$ cat src/rtl/mem_lsu_pkg.sv
// mem_lsu_pkg: shared definitions for the MEM-stage load/store unit.
// Holds the memory operation codes, bus width constants, the FSM state
// encoding and small decode helpers used by mem_lsu and mem_lsu_align.
package mem_lsu_pkg;

    localparam int WORD_W = 32;
    localparam logic [WORD_W-1:0] ZERO_WORD = 32'h0000_0000;

    localparam logic [7:0] OP_LB  = 8'b1110_0000;
    localparam logic [7:0] OP_LBU = 8'b1110_0100;
    localparam logic [7:0] OP_LH  = 8'b1110_0001;
    localparam logic [7:0] OP_LHU = 8'b1110_0101;
    localparam logic [7:0] OP_LW  = 8'b1110_0011;
    localparam logic [7:0] OP_SB  = 8'b1110_1000;
    localparam logic [7:0] OP_SH  = 8'b1110_1001;
    localparam logic [7:0] OP_SW  = 8'b1110_1011;

    typedef enum logic [1:0] {
        ST_IDLE = 2'b00,
        ST_BUSY = 2'b01,
        ST_DONE = 2'b10
    } lsu_state_e;

    function automatic logic is_mem_op(input logic [7:0] op);
        case (op)
            OP_LB, OP_LBU, OP_LH, OP_LHU, OP_LW,
            OP_SB, OP_SH, OP_SW: is_mem_op = 1'b1;
            default:             is_mem_op = 1'b0;
        endcase
    endfunction

    function automatic logic is_load(input logic [7:0] op);
        case (op)
            OP_LB, OP_LBU, OP_LH, OP_LHU, OP_LW: is_load = 1'b1;
            default:                             is_load = 1'b0;
        endcase
    endfunction

endpackage

$ cat src/rtl/mem_lsu_align.sv
// mem_lsu_align: combinational byte-lane steering for the load/store unit.
// Big-endian lanes: addr_lo=00 selects bits [31:24].
//   aluop     in  8   operation code
//   addr_lo   in  2   low address bits
//   reg2      in  32  store data
//   rdata     in  32  latched read data
//   sel       out 4   byte-lane enables (bit3 = [31:24])
//   wdata     out 32  lane-replicated store data (0 for non-stores)
//   load_data out 32  aligned, extended load result (0 for non-loads)
module mem_lsu_align
    import mem_lsu_pkg::*;
(
    input  logic [7:0]        aluop,
    input  logic [1:0]        addr_lo,
    input  logic [WORD_W-1:0] reg2,
    input  logic [WORD_W-1:0] rdata,
    output logic [3:0]        sel,
    output logic [WORD_W-1:0] wdata,
    output logic [WORD_W-1:0] load_data
);

    logic [7:0]  byte_s;
    logic [15:0] half_s;
    logic [3:0]  byte_sel_s;
    logic [3:0]  half_sel_s;

    // Pick the addressed byte lane and its one-hot enable.
    always_comb begin
        byte_s     = rdata[31:24];
        byte_sel_s = 4'b1000;
        case (addr_lo)
            2'b00:   begin byte_s = rdata[31:24]; byte_sel_s = 4'b1000; end
            2'b01:   begin byte_s = rdata[23:16]; byte_sel_s = 4'b0100; end
            2'b10:   begin byte_s = rdata[15:8];  byte_sel_s = 4'b0010; end
            2'b11:   begin byte_s = rdata[7:0];   byte_sel_s = 4'b0001; end
            default: begin byte_s = rdata[31:24]; byte_sel_s = 4'b1000; end
        endcase
    end

    // Pick the addressed halfword; addr_lo[0] is ignored.
    always_comb begin
        if (addr_lo[1]) begin
            half_s     = rdata[15:0];
            half_sel_s = 4'b0011;
        end else begin
            half_s     = rdata[31:16];
            half_sel_s = 4'b1100;
        end
    end

    // Per-operation lane enables, store replication and load extension.
    always_comb begin
        sel       = 4'b0000;
        wdata     = ZERO_WORD;
        load_data = ZERO_WORD;
        case (aluop)
            OP_LB:  begin sel = byte_sel_s; load_data = {{24{byte_s[7]}}, byte_s}; end
            OP_LBU: begin sel = byte_sel_s; load_data = {24'h00_0000, byte_s}; end
            OP_LH:  begin sel = half_sel_s; load_data = {{16{half_s[15]}}, half_s}; end
            OP_LHU: begin sel = half_sel_s; load_data = {16'h0000, half_s}; end
            OP_LW:  begin sel = 4'b1111;    load_data = rdata; end
            OP_SB:  begin sel = byte_sel_s; wdata = {4{reg2[7:0]}}; end
            OP_SH:  begin sel = half_sel_s; wdata = {2{reg2[15:0]}}; end
            OP_SW:  begin sel = 4'b1111;    wdata = reg2; end
            default: begin
                sel       = 4'b0000;
                wdata     = ZERO_WORD;
                load_data = ZERO_WORD;
            end
        endcase
    end

endmodule

$ cat src/rtl/mem_lsu.sv
// mem_lsu: MEM stage of the 5-stage MIPS32 pipeline. Non-memory ops pass
// straight through; loads/stores run one req/ack bus transaction while
// stallreq holds the pipeline.
//   clk, rst (sync, active-high)
//   ex_*        in   values from ex_mem
//   mem_*       out  values toward mem_wb
//   stallreq    out  stall request to ctrl
//   bus_req/we/addr/sel/wdata  out  registered bus request
//   bus_rdata, bus_ack         in   slave response
//   bus_timeout out  one-cycle pulse when a transaction is abandoned
module mem_lsu
    import mem_lsu_pkg::*;
#(
    parameter int unsigned TIMEOUT = 255
) (
    input  logic              clk,
    input  logic              rst,
    input  logic [4:0]        ex_wd,
    input  logic              ex_wreg,
    input  logic [WORD_W-1:0] ex_wdata,
    input  logic [WORD_W-1:0] ex_hi,
    input  logic [WORD_W-1:0] ex_lo,
    input  logic              ex_whilo,
    input  logic [7:0]        ex_aluop,
    input  logic [WORD_W-1:0] ex_mem_addr,
    input  logic [WORD_W-1:0] ex_reg2,
    output logic [4:0]        mem_wd,
    output logic              mem_wreg,
    output logic [WORD_W-1:0] mem_wdata,
    output logic [WORD_W-1:0] mem_hi,
    output logic [WORD_W-1:0] mem_lo,
    output logic              mem_whilo,
    output logic              stallreq,
    output logic              bus_req,
    output logic              bus_we,
    output logic [WORD_W-1:0] bus_addr,
    output logic [3:0]        bus_sel,
    output logic [WORD_W-1:0] bus_wdata,
    input  logic [WORD_W-1:0] bus_rdata,
    input  logic              bus_ack,
    output logic              bus_timeout
);

    // TIMEOUT=0 wraps this to all-ones, but the compare is gated off then.
    localparam logic [15:0] TIMEOUT_LAST = 16'(TIMEOUT - 32'd1);

    lsu_state_e        state_r;
    lsu_state_e        state_nxt_s;
    logic [15:0]       cnt_r;
    logic [WORD_W-1:0] rdata_r;
    logic              timed_out_r;
    logic              mem_op_s;
    logic              load_s;
    logic              timeout_hit_s;
    logic [3:0]        sel_s;
    logic [WORD_W-1:0] wdata_s;
    logic [WORD_W-1:0] load_data_s;

    assign mem_op_s      = is_mem_op(ex_aluop);
    assign load_s        = is_load(ex_aluop);
    assign timeout_hit_s = (TIMEOUT != 32'd0) && (cnt_r == TIMEOUT_LAST);

    // ex_mem is held during the stall, so the same aluop/address drive both
    // the request lanes and the DONE-cycle load extension.
    mem_lsu_align u_align (
        .aluop     (ex_aluop),
        .addr_lo   (ex_mem_addr[1:0]),
        .reg2      (ex_reg2),
        .rdata     (rdata_r),
        .sel       (sel_s),
        .wdata     (wdata_s),
        .load_data (load_data_s)
    );

    assign mem_wd    = ex_wd;
    assign mem_hi    = ex_hi;
    assign mem_lo    = ex_lo;
    assign mem_whilo = ex_whilo;

    // Next-state logic for the transaction FSM.
    always_comb begin
        state_nxt_s = state_r;
        case (state_r)
            ST_IDLE: begin
                if (mem_op_s) state_nxt_s = ST_BUSY;
                else          state_nxt_s = ST_IDLE;
            end
            ST_BUSY: begin
                if (bus_ack || timeout_hit_s) state_nxt_s = ST_DONE;
                else                          state_nxt_s = ST_BUSY;
            end
            ST_DONE: state_nxt_s = ST_IDLE;
            default: state_nxt_s = ST_IDLE;
        endcase
    end

    // Stall request and pass-through / load-result selection toward mem_wb.
    always_comb begin
        stallreq  = 1'b0;
        mem_wdata = ex_wdata;
        mem_wreg  = ex_wreg;
        if (rst) begin
            stallreq  = 1'b0;
            mem_wdata = ex_wdata;
            mem_wreg  = ex_wreg;
        end else begin
            case (state_r)
                ST_IDLE: stallreq = mem_op_s;
                ST_BUSY: stallreq = 1'b1;
                ST_DONE: begin
                    stallreq = 1'b0;
                    if (load_s) begin
                        mem_wdata = load_data_s;
                        mem_wreg  = ex_wreg & ~timed_out_r;
                    end else begin
                        mem_wdata = ex_wdata;
                        mem_wreg  = ex_wreg;
                    end
                end
                default: stallreq = 1'b0;
            endcase
        end
    end

    // State, bus request registers, wait counter and read-data latch.
    always_ff @(posedge clk) begin
        if (rst) begin
            state_r     <= ST_IDLE;
            cnt_r       <= 16'd0;
            rdata_r     <= ZERO_WORD;
            timed_out_r <= 1'b0;
            bus_req     <= 1'b0;
            bus_we      <= 1'b0;
            bus_addr    <= ZERO_WORD;
            bus_sel     <= 4'b0000;
            bus_wdata   <= ZERO_WORD;
            bus_timeout <= 1'b0;
        end else begin
            state_r     <= state_nxt_s;
            bus_timeout <= 1'b0;
            case (state_r)
                ST_IDLE: begin
                    if (mem_op_s) begin
                        bus_req     <= 1'b1;
                        bus_we      <= ~load_s;
                        bus_addr    <= {ex_mem_addr[31:2], 2'b00};
                        bus_sel     <= sel_s;
                        bus_wdata   <= wdata_s;
                        cnt_r       <= 16'd0;
                        timed_out_r <= 1'b0;
                    end else begin
                        bus_req <= 1'b0;
                    end
                end
                ST_BUSY: begin
                    cnt_r <= cnt_r + 16'd1;
                    if (bus_ack) begin
                        bus_req <= 1'b0;
                        rdata_r <= bus_rdata;
                    end else if (timeout_hit_s) begin
                        bus_req     <= 1'b0;
                        bus_timeout <= 1'b1;
                        rdata_r     <= ZERO_WORD;
                        timed_out_r <= 1'b1;
                    end else begin
                        bus_req <= 1'b1;
                    end
                end
                ST_DONE: bus_req <= 1'b0;
                default: bus_req <= 1'b0;
            endcase
        end
    end

endmodule

$ cat config.mk
export PLATFORM = sky130hd
export DESIGN_NAME = mem_lsu
export DESIGN_NICKNAME = d
export VERILOG_FILES = /design/src/rtl/mem_lsu_pkg.sv /design/src/rtl/mem_lsu_align.sv /design/src/rtl/mem_lsu.sv
export SDC_FILE = /design/constraint.sdc
export NUM_CORES = 1
export LEC_CHECK = 0
export CORE_AREA = 2 2 148 150
export DETAILED_ROUTE_END_ITERATION = 8
export DIE_AREA = 0 0 150 152
export DONT_BUFFER_PORTS = 1
export RECOVER_POWER = 25
export SLEW_MARGIN = 40
export SYNTH_ARGS = -nofsm -noshare
export SYNTH_HDL_FRONTEND = slang
export SYNTH_HIERARCHICAL = 1
export SYNTH_SLANG_ARGS = --single-unit
$ cat constraint.sdc
create_clock -name clk -period 7.95 [get_ports clk]
set_input_delay 1.59 -clock clk [delete_from_list [all_inputs] [get_ports clk]]
set_output_delay 1.59 -clock clk [all_outputs]
set_load 0.005 [all_outputs]
==> impl_metrics.ini <==
[detailed_routing]
ant_nets = 0
routed_via_density = 6.14
dr.pass1.iters = 5
vias = 6979
drc = 0
drt-initial-drc-count = 564
post_drt_wl_per_cell_um = 23.1
finalWirelength_um = 26300

[clock_network]
cts_buffer_depth = 2
holdBufCountCts = 0
cts_tree = yes
cts_setup_buffers = 0
cts-resized-gates = 0
cts_buffers = 17
clkTransAtPathRegs_ns = 0.06
cts_sinks = 119
clockRootBuffer = clkbuf_16
clk_latency_ns = 0.42
htree_levels = 4

[pwr]
p_leak_uw = 0.00237
powerDensity_nw_per_um2 = 212
ir_drop_v = 0.000135

[global_route]
use_met1_pct = 27.9
grt_max_degree = 125
grt_use_total_pct = 22.0
top_usage_layer = met2
grt_pass1_wl_um = 39000
grt_use_met3_pct = 7.69
grt_antenna_before_repair = 0
grt_overflow = 0
first_global_vias = 6380
grt_util_met2_pct = 34.6

[outcome]
violations = capacitance limit, slew limit
status = complete, but fails checks

[worst_setup_path]
start_kind = input pin
critPathSlowestCell = and4_2
critPathMaxStageDelay_ns = 0.61
crit_chain = nor4bb_1, and3_2, and4_2, buf_4, mux2_2
required_ns = 6.36
path_max_fanout = 20
worst_setup_path_end_kind = output pin
cp_top_family = simple AND/OR/NAND/NOR gates
cp.buffers_inverters = 1
cp.arrival_ns = 3.60
criticalPathCategory = in2out

[finish]
nets = 1056
area_delta_synth_final_pct = 1.63
layout-drive-gt1-share_pct = 11.8
fill_cells = 2283
post-route-util_pct = 35.8
fin_cells = 1137
diodes = 0

[sta]
rsz0062_at_grt = no
tightest_slew_ns = 1.72
drv_slew = 35
fmax_mhz = 193
finalSetupViolCount = 0
min_period_over_period_pct = 65.3
setup_tns_ns = 0
skew_ns = 0.0130
relSlewSlack_pct = -14.7
fin_crit_ns = 5.19
hold_viol_final = 0

[job]
cap_violations = 1

[placement]
gp_congestion = 0.885
placed_cells = 1105
hpwl_um = 17900
portBuffers = 0

[logic_synthesis]
synth_top_area_share_pct = 31.7
synth_ff_type = dfxtp_1
synth-compound-area-share_pct = 23.5
ys_ff_latch = 119
ys_top_cells_by_area = dfxtp_1 32%, a21oi_1 8.1%, nand3_1 7.3%, buf_4 7.2%, o21ai_0 5.7%
avgSynthCellArea_um2 = 7.64
synth_cell_type_count = 55
synth-edff-count = 0
synth_seq_area_share_pct = 31.7
synthAdderAreaFrac_pct = 0.333
synthMuxAreaShare_pct = 8.12
syn_inst = 984
synth-xor-area-share_pct = 0
ys_warn_count = 6
synth_simple_gate_area_share_pct = 23.7
syn_area_um2 = 7520
synth_top_family_by_area = simple AND/OR/NAND/NOR gates
yosys.area.top_type = dfxtp_1
synthArstFlopShare_pct = 0

[floorplan]
die_width_um = 150
rows = 54
die_area_um2 = 22800
pin_count = 385
core_area_um2 = 21400
start_util_pct = 35.2
die_h_um = 152

[hold_path]
hold_path_class = reg2reg
==> registers in the layout, indices dropped and copies added, names as in the netlist <==
register / count
bus_wdata: 32
rdata_r: 32
bus_addr: 30
cnt_r: 16
bus_sel: 4
bus_req: 1
bus_timeout: 1
bus_we: 1
state_r: 1
timed_out_r: 1
==> report_power, final <==
part	switching (uW)	leakage, uW	internal [uW]
sequential	53.3	0.000962	634
combinational	83.0	0.00112	75.4
clock	331	0.000287	444
total	468	0.00237	1150
==> cells by family (layout without fill, tap and decap cells) <==
group	count (synthesis)	count (layout)
other	1	2
muxes	47	47
DFF	119	119
buffers and inverters	175	47
adders and majority gates	2	2
and+or+nand+nor	345	345
AOI/OAI and AO/OA	295	295
==> cells in the mapped netlist (2+ instances only) <==
cell	count
nor3b_1	33
a31o_2	2
and3_1	3
nor2_1	29
dfxtp_1	119
o21ai_0	86
o221ai_1	2
and2_1	8
or3_1	6
nor2b_1	6
o2111ai_1	2
buf_2	14
a31oi_1	5
a311oi_1	3
or4_1	6
mux4_2	8
a32oi_1	39
inv_1	6
ha_1	2
nand2_1	108
mux2i_1	7
nand2b_1	16
nand3_1	109
a21oi_1	122
o211ai_1	7
clkbuf_1	78
buf_4	72
o31ai_1	3
nand4_1	3
buf_1	4
mux2_2	32
a22oi_1	16
and4_1	4
or2_2	3
==> stage by stage <==
step	setup WS (ns)	total power [uW]	area [um2]	hold slack, ns
CTS	2.49	1630	7640	0.489
finish	2.76	1620	7640	0.490
floorplan	3.14	851	7520	0.449
global route	2.69	1680	7640	0.511
global placement	2.49	852	7030	0.474
detailed placement	2.49	854	7050	0.481
==> per-layer routing <==
layer | share of wire (%) | up-vias | wire length, um
met5 | 0 | - | 0
met4 | 2.8 | 0 | 731
met3 | 11 | 44 | 2770
met2 | 47 | 346 | 12200
met1 | 40 | 3368 | 10500
li1 | - | 3221 | -
==> cells in the final DEF (no fill, tap or decap), types with 4 or more instances in the layout <==
| cell | Yosys | layout |
|---|---|---|
| a21oi_1 | 122 | 122 |
| a22oi_1 | 16 | 16 |
| a31oi_1 | 5 | 5 |
| a32oi_1 | 39 | 39 |
| and2_1 | 8 | 8 |
| buf_4 | 72 | 8 |
| clkbuf_16 | 0 | 17 |
| dfxtp_1 | 119 | 119 |
| inv_1 | 6 | 6 |
| inv_6 | 0 | 5 |
| inv_8 | 0 | 4 |
| mux2_2 | 32 | 32 |
| mux2i_1 | 7 | 7 |
| mux4_2 | 8 | 8 |
| nand2_1 | 108 | 107 |
| nand2b_1 | 16 | 15 |
| nand3_1 | 109 | 107 |
| nor2_1 | 29 | 27 |
| nor2b_1 | 6 | 4 |
| nor3b_1 | 33 | 33 |
| o211ai_1 | 7 | 7 |
| o21ai_0 | 86 | 86 |
| or3_1 | 6 | 6 |
| or4_1 | 6 | 7 |
==> worst register-to-register path, stage by stage (launching register included) <==
cell and delay [ns]:
dfxtp_1 0.36, or4_1 0.53, or4_1 0.51, clkbuf_1 0.69
or4_1 0.86, a21oi_1 0.17
==> final cells by class <==
type	count	area [um2]	area share, %
sequential	119	2380	31.2
tap	280	350	4.59
multi-input combinational	691	4240	55.5
clock buffer	17	425	5.57
inverter	6	22.5	0.295
clock inverter	15	158	2.06
timing repair buffer	9	63.8	0.835
==> path summary, 6_finish.rpt <==
check	from	cells after the start	slack, ns	end
worst max-delay path	ex_aluop[7]	5	2.76	mem_wdata[17]
worst min-delay path	bus_addr[3]	2	0.49	bus_addr[3]
worst max register to register	cnt_r[8]	5	4.77	timed_out_r
worst min register to register	bus_addr[3]	2	0.49	bus_addr[3]
Note: power is estimated with default switching activity, not from simulation.
